File: src/rtl/rst_seq_ctrl.sv
// PLL reset and lock-qualification sequencer that releases N_DOM reset domains in order.
// Runs from the free-running board clock. Every output is registered.
module rst_seq_ctrl #(
    parameter int unsigned N_DOM           = 3,
    parameter int unsigned PLL_RST_CYC     = 16,
    parameter int unsigned LOCK_STABLE_CYC = 256,
    parameter int unsigned LOCK_TIMEOUT    = 65535,
    parameter int unsigned REL_GAP         = 8,
    parameter int unsigned MAX_RETRY       = 3,
    parameter int unsigned CNT_W           = 16
) (
    input  logic             clk_in,
    input  logic             RSTn,
    input  logic             pll_locked,
    input  logic             sw_rst_req,
    output logic             pll_reset,
    output logic [N_DOM-1:0] dom_rst_n,
    output logic             init_done,
    output logic             lock_lost,
    output logic             lock_fail,
    output logic [2:0]       state_o
);
    localparam int unsigned      RW        = (MAX_RETRY > 1) ? $clog2(MAX_RETRY + 1) : 1;
    localparam logic [CNT_W-1:0] PLL_LAST  = CNT_W'(PLL_RST_CYC - 1);
    localparam logic [CNT_W-1:0] TO_LAST   = CNT_W'(LOCK_TIMEOUT - 1);
    localparam logic [CNT_W-1:0] STB_LAST  = CNT_W'(LOCK_STABLE_CYC - 1);
    localparam logic [CNT_W-1:0] REL_LAST  = CNT_W'(REL_GAP * N_DOM - 1);
    localparam logic [RW-1:0]    RETRY_MAX = RW'(MAX_RETRY);

    typedef enum logic [2:0] {
        PLL_RST   = 3'd0,
        WAIT_LOCK = 3'd1,
        STABLE    = 3'd2,
        RELEASE   = 3'd3,
        RUN       = 3'd4,
        FAIL      = 3'd5
    } state_e;

    state_e           st_q, st_d;
    logic [CNT_W-1:0] cnt_q, cnt_d;
    logic [RW-1:0]    retry_q, retry_d, retry_inc;
    logic [1:0]       sync_q;
    logic             lk_s;
    logic             pll_reset_q, pll_reset_d;
    logic [N_DOM-1:0] dom_q, dom_d;
    logic             init_q, init_d;
    logic             lost_q, lost_d;
    logic             fail_q, fail_d;
    logic             lock_drop;

    assign lk_s = sync_q[1];

    always_comb begin
        st_d        = st_q;
        cnt_d       = cnt_q + 1'b1;
        retry_d     = retry_q;
        retry_inc   = retry_q + 1'b1;
        pll_reset_d = pll_reset_q;
        dom_d       = dom_q;
        init_d      = init_q;
        lost_d      = lost_q;
        fail_d      = fail_q;
        lock_drop   = 1'b0;

        case (st_q)
            PLL_RST: begin
                if (cnt_q == PLL_LAST) begin
                    st_d        = WAIT_LOCK;
                    cnt_d       = '0;
                    pll_reset_d = 1'b0;
                end
            end
            WAIT_LOCK: begin
                if (lk_s) begin
                    st_d  = STABLE;
                    cnt_d = '0;
                end else if (cnt_q == TO_LAST) begin
                    retry_d     = retry_inc;
                    cnt_d       = '0;
                    pll_reset_d = 1'b1;
                    if (retry_inc == RETRY_MAX) begin
                        st_d   = FAIL;
                        fail_d = 1'b1;
                    end else begin
                        st_d = PLL_RST;
                    end
                end
            end
            STABLE: begin
                // A dropout only restarts the qualification window; it is not a lock loss.
                if (!lk_s) begin
                    cnt_d = '0;
                end else if (cnt_q == STB_LAST) begin
                    st_d  = RELEASE;
                    cnt_d = '0;
                    dom_d = '0;
                end
            end
            RELEASE: begin
                if (!lk_s) begin
                    lock_drop = 1'b1;
                end else if (cnt_q == REL_LAST) begin
                    st_d    = RUN;
                    cnt_d   = '0;
                    init_d  = 1'b1;
                    retry_d = '0;
                end
            end
            RUN: begin
                cnt_d = '0;
                if (!lk_s) begin
                    lock_drop = 1'b1;
                end else if (sw_rst_req) begin
                    st_d   = RELEASE;
                    dom_d  = '0;
                    init_d = 1'b0;
                end
            end
            default: begin
                st_d        = FAIL;
                cnt_d       = '0;
                pll_reset_d = 1'b1;
                dom_d       = '0;
                init_d      = 1'b0;
                fail_d      = 1'b1;
            end
        endcase

        if (lock_drop) begin
            st_d        = PLL_RST;
            cnt_d       = '0;
            pll_reset_d = 1'b1;
            dom_d       = '0;
            init_d      = 1'b0;
            lost_d      = 1'b1;
        end

        // Bits are set from the next count so each rises in the cycle where cnt equals its slot.
        if (st_d == RELEASE) begin
            for (int unsigned k = 0; k < N_DOM; k++) begin
                if (cnt_d == CNT_W'(REL_GAP * (k + 1) - 1)) dom_d[k] = 1'b1;
            end
        end
    end

    always_ff @(posedge clk_in or negedge RSTn) begin
        if (!RSTn) begin
            st_q        <= PLL_RST;
            cnt_q       <= '0;
            retry_q     <= '0;
            sync_q      <= '0;
            pll_reset_q <= 1'b1;
            dom_q       <= '0;
            init_q      <= 1'b0;
            lost_q      <= 1'b0;
            fail_q      <= 1'b0;
        end else begin
            st_q        <= st_d;
            cnt_q       <= cnt_d;
            retry_q     <= retry_d;
            sync_q      <= {sync_q[0], pll_locked};
            pll_reset_q <= pll_reset_d;
            dom_q       <= dom_d;
            init_q      <= init_d;
            lost_q      <= lost_d;
            fail_q      <= fail_d;
        end
    end

    assign pll_reset = pll_reset_q;
    assign dom_rst_n = dom_q;
    assign init_done = init_q;
    assign lock_lost = lost_q;
    assign lock_fail = fail_q;
    assign state_o   = st_q;

endmodule

File: config.mk
export PLATFORM = sky130hd
export DESIGN_NAME = rst_seq_ctrl
export DESIGN_NICKNAME = d
export VERILOG_FILES = /design/src/rtl/rst_seq_ctrl.sv
export SDC_FILE = /design/constraint.sdc
export NUM_CORES = 1
export LEC_CHECK = 0
export CAP_MARGIN = 20
export CORE_ASPECT_RATIO = 1.4
export CORE_UTILIZATION = 62
export CTS_CLUSTER_SIZE = 16
export DETAILED_ROUTE_END_ITERATION = 12
export GPL_ROUTABILITY_DRIVEN = 0
export MAX_ROUTING_LAYER = met4
export PLACE_DENSITY = 0.84
export SKIP_LAST_GASP = 1
export SLEW_MARGIN = 10
export SYNTH_ARGS = -nofsm -noshare
export SYNTH_HDL_FRONTEND = slang
export SYNTH_SLANG_ARGS = --single-unit
File: constraint.sdc
create_clock -name clk_in -period 5 [get_ports clk_in]
set_input_delay 1 -clock clk_in [delete_from_list [all_inputs] [get_ports clk_in]]
set_output_delay 1 -clock clk_in [all_outputs]
set_load 0.02 [all_outputs]
After elaboration in Yosys (flattened, before gate mapping) --
Cells that the tools add are included.
Cells by class: add/subtract/negate cells 2, equal/unequal tests 27, bitwise logic cells 1, reductions and logical operators 11, mux-type cells 53
Operators with widths (number):
- 16-bit 2-to-1 mux | 8
- 16-bit case mux with 4 select lines | 1
- 3-bit 2-to-1 mux | 17
- 16-bit by 4-bit == test with 1-bit output, second input constant | 2
- 16-bit by 5-bit == test with 1-bit output, second input constant | 2
- 3-bit != test, second input constant | 7
- 1-bit 2-to-1 mux | 17
- 16-bit by 1-bit adder with 16-bit output, second input constant | 1
- 16-bit == test, second input constant | 1
- 16-bit by 3-bit == test with 1-bit output, second input constant | 1
- 16-bit by 8-bit == test with 1-bit output, second input constant | 1
- 3-bit case mux with 5 select lines | 1
- 2-bit != test, second input constant | 5
- 5-bit AND reduction | 2
- 3-bit by 2-bit == test with 1-bit output, second input constant | 3
- 3-bit case mux with 3 select lines | 1
- 3-bit OR reduction | 3
- 2-bit 2-to-1 mux | 4
- 4-bit AND reduction | 2
- 1-bit case mux with 3 select lines | 2
- 2-bit by 1-bit != test with 1-bit output, second input constant | 2
- 2-bit case mux with 2 select lines | 1
- 4-bit OR reduction | 1
- 3-bit by 1-bit == test with 1-bit output, second input constant | 1
- 8 further kinds | 8
Word-level totals: input bits 4, word-level logic and storage cells 103, output and inout port bits 10, register bits 30

Depth between registers and ports, before layout --
Gate-level depths: netlist (run 1).
word-level depth 9, gate-level depth with buffers 9, depth with buffers taken out 8

Worst setup path before layout (run 1) --
OpenSTA, ideal clock, no wires.
kind register to register, from reg cnt_q[0], to reg dom_q[0] (netlist: dom_rst_n[0]), arrival time 1962 ps, cell stages (with the launch flop) 8, required time 4924 ps, setup slack 2962 ps, library setup time 76 ps, buffers on the path 0, period minus slack after synthesis 2038 ps, cells stage by stage dfrtp_1 -> ha_1 -> and3_1 -> and3_1 -> o32a_1 -> a2111oi_2 -> nand4b_2 -> o21ai_1
On the way: longest elaborated chain between the ends 8, elaborated cells between the ends (all ways) 31, those cells by class add/sub: 1; eq/ne: 6; mux: 24
RTL lines:
- from (decl) | RTL line 40 | logic [CNT_W-1:0] cnt_q, cnt_d;
- from (signal assigned) | RTL line 159 | cnt_q <= cnt_d;
- 16-bit by 1-bit adder with 16-bit output (tied with other cells) | RTL line 55 | cnt_d = cnt_q + 1'b1;
- 16-bit 2-to-1 mux, on equally long branches | RTL line 102, 77, 93
- 16-bit 2-to-1 mux, on equally long branches | RTL line 100, 74, 91
- 16-bit case mux with 4 select lines | RTL line 65 | case (st_q)
- 16-bit 2-to-1 mux | RTL line 129 | if (lock_drop) begin
- 16-bit by 3-bit == test with 1-bit output | RTL line 141 | if (cnt_d == CNT_W'(REL_GAP * (k + 1) - 1)) dom_d[k] = 1'b1;
- 1-bit 2-to-1 mux | RTL line 141
- 3-bit 2-to-1 mux (*) | RTL line 139 | if (st_d == RELEASE) begin
- via dom_d[0] | RTL line 45 | logic [N_DOM-1:0] dom_q, dom_d;
- to (signal assigned) | RTL line 163 | dom_q <= dom_d;
- to (decl) | RTL line 45
The timed path passes the listed nets; every way through them passes the cells marked *. A chain may end at the register's enable or synchronous reset.

Final worst setup path (run 1) --
from reg st_q[2] (netlist: state_o[2]), to out state_o[2]
RTL lines:
- from (decl) | RTL line 39 | state_e st_q, st_d;
- from (signal assigned) | RTL line 158 | st_q <= st_d;
- to (decl) | RTL line 21 | output logic [2:0] state_o
No word-level cell between the ends.

==> impl_metrics.env, run 1 <==
export IMPL_layout_commonest_cell="dfrtp_1"
export IMPL_area_growth_pct=9.157
export IMPL_final_antenna_net_count=0
export IMPL_fin_ws_ps=2314
export IMPL_grt_use_total_pct=29.70
export IMPL_r2r_start="cnt_q[0]"
export IMPL_syn_avg_cell_area_um2=9.088
export IMPL_hold_class="flip-flop to flip-flop"
export IMPL_placed_area_mm2=0.001991
export IMPL_crit_arrival_ps=1690
export IMPL_antenna_found_initial=0
export IMPL_cts_setup_buffers=0
export IMPL_tritoncts="built"
export IMPL_rsz0062_at_grt="false"
export IMPL_final_design_area_no_fill_mm2=0.002073
export IMPL_ys_async_sr_fraction_pct=100.0
export IMPL_ys_ff_latch=30
export IMPL_yosysTopAreaCell="dfrtp_1"
export IMPL_grt_pass1_wl_mm=7.038
export IMPL_cts_clk_slew_worst_paths_ps=60
export IMPL_outcome="complete, no violations"
export IMPL_drtIter0Drc=99
export IMPL_seq_area_frac_synth_pct=39.59
export IMPL_ff2ff_setup_slack_ps=2670
export IMPL_grt_overflow_total=0
export IMPL_synthXorXnorAreaFrac_pct=7.378
export IMPL_die_area_mm2=0.003292
export IMPL_yosys_top_cells_area="dfrtp_1 (38%), xnor2_1 (5.5%), nor2_1 (4.5%), nand2_1 (3.0%), nand3_1 (2.9%)"
export IMPL_yosysTopAreaCellShare_pct=38.21
export IMPL_synth_edf_count=0
export IMPL_routed_wl_mm=3.932
export IMPL_initial_core_util_pct=66.00
export IMPL_rr_endpoint="dom_rst_n[0]"
export IMPL_setup_viol=0
export IMPL_vias_per_cell=6.178
export IMPL_clock_sinks=30
export IMPL_min_delay_start="sync_q[0]"
export IMPL_multiInputGateArea_mm2=0.001032
export IMPL_skew_ps=9.608
export IMPL_cts_resized=0
export IMPL_diodes=0
export IMPL_core_mm2=0.002878
export IMPL_root_buffer="clkbuf_8"
export IMPL_grt_pass1_vias=1551
export IMPL_path_max_fanout=20
export IMPL_die_w_um=48.78
export IMPL_slowest_delay_ps=710
export IMPL_min_to="sync_q[1]"
export IMPL_worst_path_buf_inv=1
export IMPL_first_pass_iters=4
export IMPL_worstMarginPinSlew_ps=564.4
export IMPL_drc=0
export IMPL_ios=14
export IMPL_synth_warnings=0
export IMPL_leakagePower_uw=0.0008537
export IMPL_most_common_layout_cells="dfrtp_1 (29), nor2_1 (23), nand2_1 (15)"
export IMPL_synth_area_mm2=0.001899
export IMPL_fin_crit_sh_pct=53.72
export IMPL_synth_ff_type="dfrtp_1"
export IMPL_syn_inst=209
export IMPL_io_buffers=13
export IMPL_drive_gt1_share_pct=10.19
export IMPL_rows=23
export IMPL_p_per_area_mw_per_mm2=371.4
export IMPL_top_usage_layer="met2"
export IMPL_numCtsBuffers=5
export IMPL_crit_family="buffers and inverters"
export IMPL_synth_compound_area_share_pct=13.11
export IMPL_wire_per_inst_um=15.54
export IMPL_required_ps=4000
export IMPL_holdPathStages=0
export IMPL_fillCellCount=220
export IMPL_synth_top_family_by_area="simple AND/OR/NAND/NOR gates"
export IMPL_period_minus_slack_ps=2686
export IMPL_synth_simple_area_share_pct=31.36
export IMPL_h_tree_depth=2
export IMPL_final_nets=222
export IMPL_cts_hold_buffers=0
export IMPL_use_met2_pct=51.74
export IMPL_r2r_cells=7
export IMPL_startpoint_type="flip-flop"
export IMPL_grt_start_max_net_pins=31
export IMPL_ir_worst_vdd_mv=0.2500
export IMPL_endpoint_kind="primary output"
export IMPL_relSlewSlack_pct=62.03
export IMPL_worst_setup_path_type="flip-flop to primary output"
export IMPL_ys_types=53
export IMPL_clockBufferDepth=2
export IMPL_synth_mux_area_share_pct=0.5270
export IMPL_place_ws_ps=2305
export IMPL_cap_violations=0
export IMPL_synthAdderAreaFrac_pct=1.976
export IMPL_hold_viol_final=0
export IMPL_grtUsageMet3_pct=5.856
export IMPL_die_height_um=67.49
export IMPL_cp_cell_sequence="clkdlybuf4s50_1"
export IMPL_dr_total_vias=1563
export IMPL_synth_fp_nets=216
export IMPL_place_hpwl_mm=2.920
export IMPL_cpMaxStageDelayCell="clkdlybuf4s50_1"
export IMPL_final_setup_tns_ps=0
export IMPL_clkLatencyLatePin_ps=290
export IMPL_timing_fmax_mhz=372.3
export IMPL_use_met1_pct=31.26
export IMPL_finalMaxSlewViolations=0
export IMPL_area_sequential_um2=752.0
==> routing by layer <==
metal  share of wire [%]  vias to the layer above
met1                  39                      729
met3                 5.0                       14
met2                  52                       58
met5                   0                        -
met4                 3.9                        0
li1                    -                      762
==> cell families (layout without fill, tap and decap cells) <==
| logic type | count (synthesis) | after routing |
|---|---|---|
| simple gates | 100 | 100 |
| xor+xnor | 16 | 16 |
| mux | 1 | 1 |
| flops | 30 | 30 |
| buf+inv | 21 | 28 |
| compound gates | 38 | 38 |
| fa+ha+maj | 3 | 3 |
==> how the worst max path moves through the flow <==
stage | startpoint | end | slack [ps] | cells past startpoint
2_1_floorplan | cnt_q[0] | dom_rst_n[0] | 2960 | 7
3_3_place_gp | sw_rst_req | dom_rst_n[2] | 2350 | 7
3_5_place_dp | sw_rst_req | dom_rst_n[0] | 2300 | 7
4_1_cts | state_o[2] | state_o[2] | 2330 | 1
5_1_grt | state_o[2] | state_o[2] | 2240 | 1
6_report | state_o[2] | state_o[2] | 2310 | 1
==> sequential cells by signal, summed over array words and instances, names as in the netlist <==
| name | flops |
|---|---|
| cnt_q | 16 |
| dom_rst_n | 3 |
| init_done | 1 |
| lock_fail | 1 |
| lock_lost | 1 |
| pll_reset | 1 |
| retry_q | 2 |
| state_o | 3 |
| sync_q | 2 |
==> worst register-to-register path, stage by stage, from the launching register on <==
cell and delay (ps):
dfrtp_1 450, ha_1 320, and3_1 280, and3_1 230
o32a_1 200, a2111oi_2 430, nand4b_2 190, o21ai_1 170
==> power breakdown <==
group	leakage, µW	internal (µW)	switching (µW)
Clock	0.0000450	96.1	88.5
Combinational	0.000414	107	152
Sequential	0.000395	266	60.2
Total	0.000854	470	300
==> Yosys cell counts (2+ instances only) <==
cell type	n
nand4_2	2
nand4_1	6
nor2_1	23
o31ai_1	2
nor4_4	2
nor4_1	5
o21ai_1	4
o32ai_1	3
xor2_1	4
buf_4	2
nor2b_1	3
nand3_2	2
o21ai_0	8
and3_1	6
and4_1	2
dfrtp_1	29
xnor2_1	12
nand3_1	11
ha_1	3
nand2b_1	5
inv_1	6
buf_6	3
nand2_1	15
buf_2	4
a21oi_1	8
nor3_1	4
or2_2	3
clkbuf_1	5
a31oi_1	3
==> final cells by class <==
type | instances | share of cell area [%]
Tap cell | 37 | 2.233
Timing Repair Buffer | 14 | 6.638
Clock inverter | 2 | 0.4828
Multi-Input combinational cell | 158 | 49.79
Clock buffer | 6 | 3.500
Sequential cell | 30 | 36.27
Inverter | 6 | 1.086
==> through the flow <==
step / total power (µW) / utilization [%] / cells / hold slack, ps
2_1_floorplan: 526.0 / - / 209 / 331.2
3_3_place_gp: 580.1 / 69.17 / 245 / 334.1
3_5_place_dp: 590.1 / 69.17 / 245 / 350.9
4_1_cts: 776.1 / 72.04 / 253 / 363.6
5_1_grt: 822.7 / 72.04 / 253 / 384.9
6_report: 770.0 / 72.04 / 253 / 365.4
No activity file was read; power rests on OpenSTA's default activity.
==> run 2: changes to the inputs <==
--- a/config.mk
+++ b/config.mk
@@ -7,12 +7,12 @@
 export LEC_CHECK = 0
 export CAP_MARGIN = 20
 export CORE_ASPECT_RATIO = 1.4
-export CORE_UTILIZATION = 62
+export CORE_UTILIZATION = 58
 export CTS_CLUSTER_SIZE = 16
 export DETAILED_ROUTE_END_ITERATION = 12
 export GPL_ROUTABILITY_DRIVEN = 0
 export MAX_ROUTING_LAYER = met4
-export PLACE_DENSITY = 0.84
+export PLACE_DENSITY = 0.79
 export SKIP_LAST_GASP = 1
 export SLEW_MARGIN = 10
 export SYNTH_ARGS = -nofsm -noshare
==> constraint.sdc (replaced) <==
create_clock -name clk_in -period 2.6 [get_ports clk_in]
set_input_delay 0.52 -clock clk_in [delete_from_list [all_inputs] [get_ports clk_in]]
set_output_delay 0.52 -clock clk_in [all_outputs]
set_load 0.02 [all_outputs]
==> impl_metrics.env, run 2 (synthesis gave the netlist of run 1 again) <==
export IMPL_fin_ws_ps=267.4
export IMPL_crit_family="simple AND/OR/NAND/NOR gates"
export IMPL_antenna_found_initial=0
export IMPL_path_max_fanout=7
export IMPL_cpMaxStageDelayCell="dfrtp_1"
export IMPL_fin_util_pct=66.99
export IMPL_area_growth_pct=10.15
export IMPL_grt_use_total_pct=28.52
export IMPL_clock_sinks=30
export IMPL_timing_fmax_mhz=428.7
export IMPL_tritoncts="built"
export IMPL_grt_start_max_net_pins=31
export IMPL_first_pass_iters=4
export IMPL_cts_hold_buffers=0
export IMPL_hold_class="flip-flop to flip-flop"
export IMPL_final_setup_tns_ps=0
export IMPL_leakagePower_uw=0.0008622
export IMPL_numCtsBuffers=5
export IMPL_skew_ps=7.898
export IMPL_endpoint_kind="flip-flop"
export IMPL_routed_wl_mm=4.167
export IMPL_drtIter0Drc=46
export IMPL_root_buffer="clkbuf_8"
export IMPL_drc=0
export IMPL_cts_clk_slew_worst_paths_ps=60
export IMPL_p_sw_uw=594.4
export IMPL_whs_ps=354.3
export IMPL_regMostFlops="cnt_q"
export IMPL_finalMaxSlewViolations=0
export IMPL_ios=14
export IMPL_dr_total_vias=1592
export IMPL_period_minus_slack_ps=2333
export IMPL_worstSetupStartpoint="cnt_q[0]"
export IMPL_placed_area_mm2=0.002001
export IMPL_vias_per_cell=6.219
export IMPL_cp_cell_sequence="ha_1 > and3_1 > nand4_1 > o31ai_1 > and4bb_1 > nand4b_2 > o21ai_1"
export IMPL_crit_arrival_ps=2550
export IMPL_layout_commonest_cell="dfrtp_1"
export IMPL_p_per_area_mw_per_mm2=733.0
export IMPL_cts_resized=0
export IMPL_min_delay_start="sync_q[0]"
export IMPL_rows=24
export IMPL_clkLatencyLatePin_ps=290
export IMPL_grt_pass1_wl_mm=7.189
export IMPL_clockBufferDepth=2
export IMPL_startpoint_type="flip-flop"
export IMPL_diodes=0
export IMPL_cap_violations=0
export IMPL_ir_worst_vdd_mv=0.5483
export IMPL_relSlewSlack_pct=60.76
export IMPL_r2r_start="cnt_q[0]"
export IMPL_combPwrFrac_pct=34.5
export IMPL_worst_setup_path_type="flip-flop to flip-flop"
export IMPL_setup_viol=0
export IMPL_slowest_delay_ps=450
export IMPL_grt_overflow_total=0
export IMPL_place_hpwl_mm=3.037
export IMPL_h_tree_depth=2
export IMPL_final_design_area_no_fill_mm2=0.002092
export IMPL_final_antenna_net_count=0
export IMPL_cts_setup_buffers=0
export IMPL_wire_per_inst_um=16.28
export IMPL_initial_core_util_pct=60.82
export IMPL_worst_path_buf_inv=0
export IMPL_core_mm2=0.003123
export IMPL_sequentialPowerShare_pct=40.2
export IMPL_worstMarginPinSlew_ps=588.6
export IMPL_die_height_um=69.71
export IMPL_die_area_mm2=0.003511
export IMPL_io_buffers=13
export IMPL_required_ps=2810
export IMPL_outcome="complete, no violations"
export IMPL_drive_gt1_share_pct=10.60
export IMPL_final_nets=223
export IMPL_place_ws_ps=330.7
export IMPL_most_common_layout_cells="dfrtp_1 (29), nor2_1 (23), nand2_1 (15)"
export IMPL_largest_reg_flops=16
export IMPL_die_w_um=50.37
export IMPL_fin_crit_sh_pct=89.72
export IMPL_rsz0062_at_grt="false"
export IMPL_p_int_uw=939.1
export IMPL_p_sw_share_pct=38.76
export IMPL_hold_viol_final=0
export IMPL_p_clk_share_pct=25.2
export IMPL_grt_pass1_vias=1553
==> run 2: cell count changes in the layout (fill, tap and decap cells not counted), sizes merged <==
cell,delta
clkbuf,+1
clkinv,-1
buf,+1
==> run 2: power groups by stage <==
stage / clock, µW / combinational (µW) / sequential [µW]
final: 387 / 530 / 617
after global routing: 416 / 585 / 632
after CTS: 394 / 529 / 614
after detailed placement: 0 / 528 / 622
after global placement: 0 / 518 / 615
after floorplan: 0 / 418 / 594
==> run 2: worst paths after layout <==
kind | cells past startpoint | to | slack [ps]
hold reg to reg | 0 | sync_q[1] | 350
min in group asynchronous | 2 | state_o[2] | 610
max in group asynchronous | 2 | pll_reset | 1680
setup reg to reg | 7 | dom_rst_n[0] | 270
hold / removal | 0 | sync_q[1] | 350
setup / recovery | 7 | dom_rst_n[0] | 270
==> run 2: cell type report <==
| type | count | area (µm²) |
|---|---|---|
| Inverter | 6 | 22.52 |
| Sequential cell | 30 | 752.0 |
| Clock inverter | 1 | 5.005 |
| Multi-Input combinational cell | 158 | 1032 |
| Timing Repair Buffer | 15 | 145.1 |
| Clock buffer | 7 | 86.33 |
| Fill cell | 253 | 1031 |
| Tap cell | 39 | 48.80 |
==> run 2: metrics by stage <==
| step | std cells | total power (µW) |
|---|---|---|
| floorplan | 209 | 1012 |
| global placement | 248 | 1133 |
| detailed placement | 248 | 1150 |
| CTS | 256 | 1537 |
| global route | 256 | 1633 |
| finish | 256 | 1533 |
==> run 2: routing by layer <==
| layer | vias to the layer above | routed length [µm] | track usage (%) |
|---|---|---|---|
| met2 | 51 | 2148 | 44.44 |
| met1 | 763 | 1691 | 32.42 |
| met5 | - | 0 | - |
| met4 | 0 | 132 | 16.36 |
| li1 | 768 | - | - |
| met3 | 10 | 194 | 7.675 |
